$ cat config.mk
export PLATFORM = sky130hd
export DESIGN_NAME = display_mux
export DESIGN_NICKNAME = d
export VERILOG_FILES = /design/src/rtl/display_mux.sv
export SDC_FILE = /design/constraint.sdc
export NUM_CORES = 1
export LEC_CHECK = 0
export ABC_AREA = 1
export BUFFER_PORTS_ARGS = -buffer_cell sky130_fd_sc_hd__buf_2
export CAP_MARGIN = 5
export CORE_ASPECT_RATIO = 1.1
export CORE_MARGIN = 3
export CORE_UTILIZATION = 30
export DETAILED_ROUTE_END_ITERATION = 8
export SYNTH_ARGS = -nofsm -noshare
export SYNTH_HDL_FRONTEND = slang
export SYNTH_SLANG_ARGS = --single-unit
$ cat constraint.sdc
create_clock -name clk -period 5.35 [get_ports clk]
set_input_delay 1.07 -clock clk [delete_from_list [all_inputs] [get_ports clk]]
set_output_delay 1.07 -clock clk [all_outputs]
set_load 0.02 [all_outputs]
$ cat src/rtl/display_mux.sv
// display_mux -- output stage of the T3 datapath.
//
// Latches each 16-bit word qualified by data_valid and time-multiplexes it
// onto eight active-low 7-segment digits together with a source-module glyph
// and the current clock-program number. Also drives the even-parity bit of
// the held word and a per-word heartbeat on the decimal point of digit 0.
//
// Parameters:
//   REFRESH_DIV  clk cycles each digit stays selected (2..2^20)
//
// Ports:
//   clk         system clock
//   rst         synchronous, active-high reset
//   data_valid  one-cycle qualifier for data
//   data[15:0]  word from the buffer
//   modules[1:0] source selector (1 = fibonacci 'F', 2 = timer 't', else '-')
//   prog[2:0]   current DCM program, shown as a decimal digit
//   an[7:0]     digit enables, active-low, one-hot-low (registered)
//   dec_ddp[7:0] segments a..g,dp on [7:0], active-low (registered)
//   parity      XOR of all bits of the held word
//
// Build option:
//   DM_LEADING_ZERO_BLANK_EN  blank leading zero data digits 3..1
//                             (digit 0 is always shown)

module display_mux #(
  parameter int REFRESH_DIV = 100000
) (
  input  logic        clk,
  input  logic        rst,
  input  logic        data_valid,
  input  logic [15:0] data,
  input  logic [1:0]  modules,
  input  logic [2:0]  prog,
  output logic [7:0]  an,
  output logic [7:0]  dec_ddp,
  output logic        parity
);

  localparam int DIV_W = (REFRESH_DIV > 1) ? $clog2(REFRESH_DIV) : 1;
  localparam logic [DIV_W-1:0] DIV_LAST = DIV_W'(REFRESH_DIV - 1);

  logic [15:0]      r_held;
  logic             r_parity;
  logic             r_hb;
  logic [DIV_W-1:0] r_div;
  logic [2:0]       r_idx;
  logic [7:0]       r_an;
  logic [7:0]       r_dec;

  logic [3:0]       w_nib;
  logic             w_lz_blank;
  logic [7:0]       w_an_nxt;
  logic [7:0]       w_dec_nxt;

  // Hex glyphs, segments a..g in [7:1], dp (bit 0) off.
  function automatic logic [7:0] hex7(input logic [3:0] n);
    case (n)
      4'h0: hex7 = 8'h03;  4'h1: hex7 = 8'h9F;
      4'h2: hex7 = 8'h25;  4'h3: hex7 = 8'h0D;
      4'h4: hex7 = 8'h99;  4'h5: hex7 = 8'h49;
      4'h6: hex7 = 8'h41;  4'h7: hex7 = 8'h1F;
      4'h8: hex7 = 8'h01;  4'h9: hex7 = 8'h09;
      4'hA: hex7 = 8'h11;  4'hB: hex7 = 8'hC1;
      4'hC: hex7 = 8'h63;  4'hD: hex7 = 8'h85;
      4'hE: hex7 = 8'h61;  default: hex7 = 8'h71;
    endcase
  endfunction

  always_comb begin
    case (r_idx[1:0])
      2'd0:    w_nib = r_held[3:0];
      2'd1:    w_nib = r_held[7:4];
      2'd2:    w_nib = r_held[11:8];
      default: w_nib = r_held[15:12];
    endcase
  end

  // A data digit is blanked only while it and every higher digit are zero.
`ifdef DM_LEADING_ZERO_BLANK_EN
  always_comb begin
    case (r_idx[1:0])
      2'd1:    w_lz_blank = (r_held[15:4] == 12'h000);
      2'd2:    w_lz_blank = (r_held[15:8] == 8'h00);
      2'd3:    w_lz_blank = (r_held[15:12] == 4'h0);
      default: w_lz_blank = 1'b0;
    endcase
  end
`else
  assign w_lz_blank = 1'b0;
`endif

  always_comb begin
    w_an_nxt  = 8'hFF;
    w_dec_nxt = 8'hFF;
    case (r_idx)
      3'd0, 3'd1, 3'd2, 3'd3: begin
        if (!w_lz_blank) begin
          w_an_nxt  = ~(8'h01 << r_idx);
          w_dec_nxt = hex7(w_nib);
          // Heartbeat dp lives on digit 0 only.
          if (r_idx == 3'd0 && r_hb) w_dec_nxt[0] = 1'b0;
        end
      end
      3'd5: begin
        w_an_nxt = 8'hDF;
        case (modules)
          2'd1:    w_dec_nxt = 8'h71;
          2'd2:    w_dec_nxt = 8'hE1;
          default: w_dec_nxt = 8'hFD;
        endcase
      end
      3'd7: begin
        w_an_nxt  = 8'h7F;
        w_dec_nxt = hex7({1'b0, prog});
      end
      default: ;  // slots 4 and 6 stay dark
    endcase
  end

  always_ff @(posedge clk) begin
    if (rst) begin
      r_held   <= '0;
      r_parity <= 1'b0;
      r_hb     <= 1'b0;
      r_div    <= '0;
      r_idx    <= '0;
      r_an     <= 8'hFF;
      r_dec    <= 8'hFF;
    end else begin
      if (data_valid) begin
        r_held   <= data;
        r_parity <= ^data;
        r_hb     <= ~r_hb;
      end
      if (r_div == DIV_LAST) begin
        r_div <= '0;
        r_idx <= r_idx + 3'd1;
      end else begin
        r_div <= r_div + 1'b1;
      end
      r_an  <= w_an_nxt;
      r_dec <= w_dec_nxt;
    end
  end

  assign an      = r_an;
  assign dec_ddp = r_dec;
  assign parity  = r_parity;

endmodule

Word level (Yosys, flattened, before mapping)
Memories as Yosys holds them, arrays and structs flattened.
Cells that the tools add are included.
Storage, ports and cells
  register bits: 54
  bits in read-only memories: 168
  input port bits: 24
  logic and storage cells: 35
  memories: 2
Cells by class
  $add $sub $neg: 2
  equal/unequal tests: 10
  shifts and indexed selects: 1
  mux-type cells: 5
  bitwise operators: 2
  reductions and logical operators: 6
Memories
  (no name shown): words 16, bits a word 7, rd ports 1, clocked after memory_dff 0, wr ports 0, RTL line 58  | case (n)
  (no name shown): words 8, bits a word 7, rd ports 1, clocked after memory_dff 0, wr ports 0, RTL line 58
Operators by type and width (count)
  8-bit case mux with 3 select lines: 2
  17-bit by 1-bit adder with 17-bit output (second input constant): 1
  17-bit == test (second input constant): 1
  8-bit case mux with 2 select lines: 1
  16-bit parity: 1
  4-bit case mux with 3 select lines: 1
  8-bit NOT: 1
  1-bit by 3-bit left shift with 8-bit output (first input constant): 1
  3-bit by 2-bit == test with 1-bit output (second input constant): 2
  3-bit == test (second input constant): 2
  2-bit by 1-bit == test with 1-bit output (second input constant): 2
  2-bit == test (second input constant): 2
  4-bit OR reduction: 1
  3-bit by 1-bit adder with 3-bit output (second input constant): 1
  3-bit by 1-bit == test with 1-bit output (second input constant): 1
  3-bit zero test: 1
  2-bit zero test: 1
  2-bit OR reduction: 1
  1-bit logical AND: 1
  1-bit two-way mux: 1
  1-bit NOT: 1

Depth between registers and ports, before layout
  depth after elaboration: 4
  depth in mapped cells: 13

Least setup slack after synthesis
Ideal clock, no wire load.
  path kind: register -> register
  start point: register r_idx[0]
  end point: register r_dec[2], in the netlist dec_ddp[2]
  arrival time: 1.930 ns
  data required time: 5.232 ns
  path slack: 3.303 ns
  stages on the path, launching flop included: 11
  buffers on the path: 0
  period minus slack after synthesis: 2.047 ns
  cell sequence: dfxtp_1 > inv_1 > ha_1 > nand2_1 > nand2_1 > o22ai_1 > inv_1 > ha_1 > nand3b_1 > a21oi_1 > o21ai_1
Between the ends
  cells in the longest elaborated chain, start to end: 4
  elaborated cells on any way between the ends: 13
RTL lines
  from (decl): RTL line 47  | logic [2:0] r_idx;
  from (signal assigned): RTL line 138  | r_idx <= r_idx + 3'd1;
  2-bit == test, or another cell as far along: RTL line 71  | case (r_idx[1:0])
  4-bit case mux with 3 select lines: RTL line 71
  memory 16 x 7 bit
  8-bit case mux with 3 select lines (*): RTL line 96  | case (r_idx)
  to (signal assigned): RTL line 143  | r_dec <= w_dec_nxt;
  to (decl): RTL line 49  | logic [7:0] r_dec;
Every way passes the cells marked *; elsewhere a longest branch is shown, timed or not.
A chain may end at the register's enable or synchronous reset.

Worst setup path after layout
  start point: register r_idx[0]
  end point: register r_dec[1], in the netlist dec_ddp[1]
The elaborated chain is that of the path after synthesis.

==> run_results.csv <==
group,metric,value,unit
synth,synth.distinct_cells,31,
clock_tree,htree_levels,2,
die,rows,38,
timing,fin_ws,2890,ps
synth,syn_area_per_cell,6.73,um2
die,core,9940,um2
hold_path,hold_path.class,"reg2reg",
placed_design,dp_hpwl,5160,um
setup_path,crit_chain,"inv_1, ha_1, nand2_1, nand2_1, o22ai_1, inv_1, ha_1, nand3b_1, nand2_1, nand2_1, nand2_1, nand2_1",
synth,ys_seq_elements,54,
timing,finalSetupViolCount,0,
clock_tree,cts_buffers,5,
route,drc,0,
pwr,p_per_area,233,nW/um2
clock_tree,cts_tree,"yes",
synth,postSynthCellCount,459,
pwr,p_leak,1.73,nW
synth,synth_ff_type,"dfxtp_1",
global_routing,track_usage,12.0,%
route,ant_nets,0,
timing,rsz0062_at_grt,"no",
setup_path,crit_path_frequent_cell,"nand2_1",
flow_run,cap_violations,0,
placed_design,portBuffers,40,
route,viasPerCell,4.56,
synth,synth_warnings,0,
synth,synth_area,3090,um2
die,chipHeight,112,um
global_routing,grt_pass1_vias,2730,
placed_design,globalplace.congestion,0.800,
die,pin_count,41,
setup_path,arrival,2670,ps
route,detail_route.iter0.violations,117,
setup_path,crit_path_end_kind,"flip-flop",
setup_path,worstSetupPathType,"reg2reg",
die,start_util,31.1,%
clock_tree,cts.sinks,54,
synth,async_flop_share,0,%
route,vias,2816,
global_routing,grt_max_degree,36,
global_routing,grtUsageMet1,14.8,%
timing,hold_violations,0,
run_status,status,"finished clean",
clock_tree,post_cts_resized,0,
route,routed_wl,6590,um
final_layout,drive_above_1_share,13.7,%
clock_tree,clk_path_buf_depth,2,
final_layout,area_delta_synth_final,13.6,%
global_routing,top_usage_layer,"met2",
clock_tree,postCtsHoldBufs,0,
timing,worstMarginPinSlew,808,ps
route,drtPass1Iterations,4,
die,die_area,11600,um2
clock_tree,insertion_delay,300,ps
synth,syn_nets,505,
setup_path,cpPeakStageDelay,450,ps
timing,finalClockSkew,6.29,ps
timing,fin_crit,2460,ps
timing,finalCritPeriodShare,46.1,%
synth,seq_area_frac_synth,35.0,%
final_layout,fillCellCount,1065,
setup_path,crit_fanout,7,
pwr,irDropWorstVdd,0.0967,mV
global_routing,use_met2,20.2,%
global_routing,grt_overflow,0,
pwr,p_total,0.000817,W
timing,fmax,0.406,GHz
final_layout,antenna_cells,0,
setup_path,critical_path.top_delay_family,"simple AND/OR/NAND/NOR gates",
setup_path,crit_required,5560,ps
timing,slew_headroom,46.1,%
placed_design,preCtsSetupSlack,2800,ps
setup_path,critical_path.slowest_cell,"o22ai_1",
timing,maxSlewViolCount,0,
final_layout,nets,543,
synth,synth-edff-count,0,
die,fp.dieW,103,um
clock_tree,root_buffer,"clkbuf_8",
setup_path,crit_buf_inv,2,
setup_path,start_kind,"flip-flop",
global_routing,grt_antenna_before_repair,0,
global_routing,grtUsageMet3,2.55,%
route,avgRoutedWirePerCell,10.7,um
clock_tree,clk_pin_slew_worst_paths,90,ps
global_routing,grt_pass1_wl,11400,um
clock_tree,postCtsSetupRepairBufs,0,
timing,fin_tns_setup,0,ps
==> synth_stat cells, types with 3 or more instances <==
| master | count | area, um2 |
|---|---|---|
| a21oi_1 | 34 | 170 |
| clkbuf_1 | 7 | 26.3 |
| dfxtp_1 | 54 | 1080 |
| ha_1 | 22 | 275 |
| inv_1 | 53 | 199 |
| inv_2 | 3 | 11.3 |
| nand2_1 | 150 | 563 |
| nand2_2 | 5 | 31.3 |
| nand3_1 | 26 | 130 |
| nand4_1 | 7 | 43.8 |
| nor2_1 | 36 | 135 |
| nor3_1 | 5 | 25.0 |
| o21ai_0 | 24 | 120 |
| o21ai_1 | 4 | 20.0 |
| o22ai_1 | 3 | 18.8 |
| xor2_1 | 6 | 52.6 |
==> kinds of logic after synthesis <==
family / Yosys count / share of synthesized area, %
AO/OA/AOI/OAI: 67 / 11.3
XOR/XNOR: 7 / 1.98
adder cells (fa/ha/maj): 22 / 8.91
buffers and inverters: 65 / 8.06
flip-flops: 54 / 35.0
AND/OR/NAND/NOR: 244 / 34.7
==> worst paths after layout <==
path | cells after the start | endpoint | from | slack (ps)
worst min register to register | 1 | r_div[0] | r_div[0] | 460
worst max register to register | 12 | dec_ddp[1] | r_idx[0] | 2890
worst min-delay path | 1 | r_div[0] | r_div[0] | 460
worst max-delay path | 12 | dec_ddp[1] | r_idx[0] | 2890
==> state kept, by name (all words and copies together) (netlist names) <==
signal and count:
r_div 17, r_held 16, an 8, dec_ddp 8, r_idx 3, parity 1, r_hb 1
==> cell type report <==
| cell class | count | area, um2 | area share, % |
|---|---|---|---|
| clock inverters | 2 | 37.5 | 1.07 |
| flip-flops and latches | 54 | 1080 | 30.8 |
| inverters | 56 | 210 | 5.99 |
| well taps | 120 | 150 | 4.28 |
| repair buffers | 40 | 200 | 5.70 |
| multi-input cells | 340 | 1760 | 50.1 |
| clock buffers | 6 | 72.6 | 2.07 |
==> cells in the final DEF (no fill, tap or decap), drive strengths merged, types with 4 or more instances in the layout <==
master,instances
nand3,27
ha,22
xor2,6
or2,4
nor3,7
nand2,156
o22ai,4
buf,40
nand4,7
o21ai,28
dfxtp,54
nor2,40
inv,56
clkbuf,6
a21oi,35
==> stage by stage <==
stage / utilization [%] / instance area [um2] / hold WS (ps) / cells
after detailed placement: 34.2 / 3400 / 435 / 610
after global routing: 35.3 / 3510 / 498 / 618
after global placement: 34.2 / 3400 / 425 / 610
after CTS: 35.3 / 3510 / 457 / 618
after floorplan: - / 3090 / 397 / 459
final: 35.3 / 3510 / 456 / 618
==> report_power, final <==
part	total [W]	internal (W)	switching (W)
clock network	0.000270	0.000140	0.000130
logic	0.000119	0.0000419	0.0000776
registers	0.000428	0.000419	0.00000817
==> per-layer routing <==
| layer | wire length (um) | up-vias |
|---|---|---|
| met3 | 336 | 9 |
| met1 | 3210 | 1222 |
| met4 | 115 | 0 |
| met5 | 0 | - |
| met2 | 2930 | 58 |
| li1 | - | 1527 |
(Power assumes the default switching activity.)
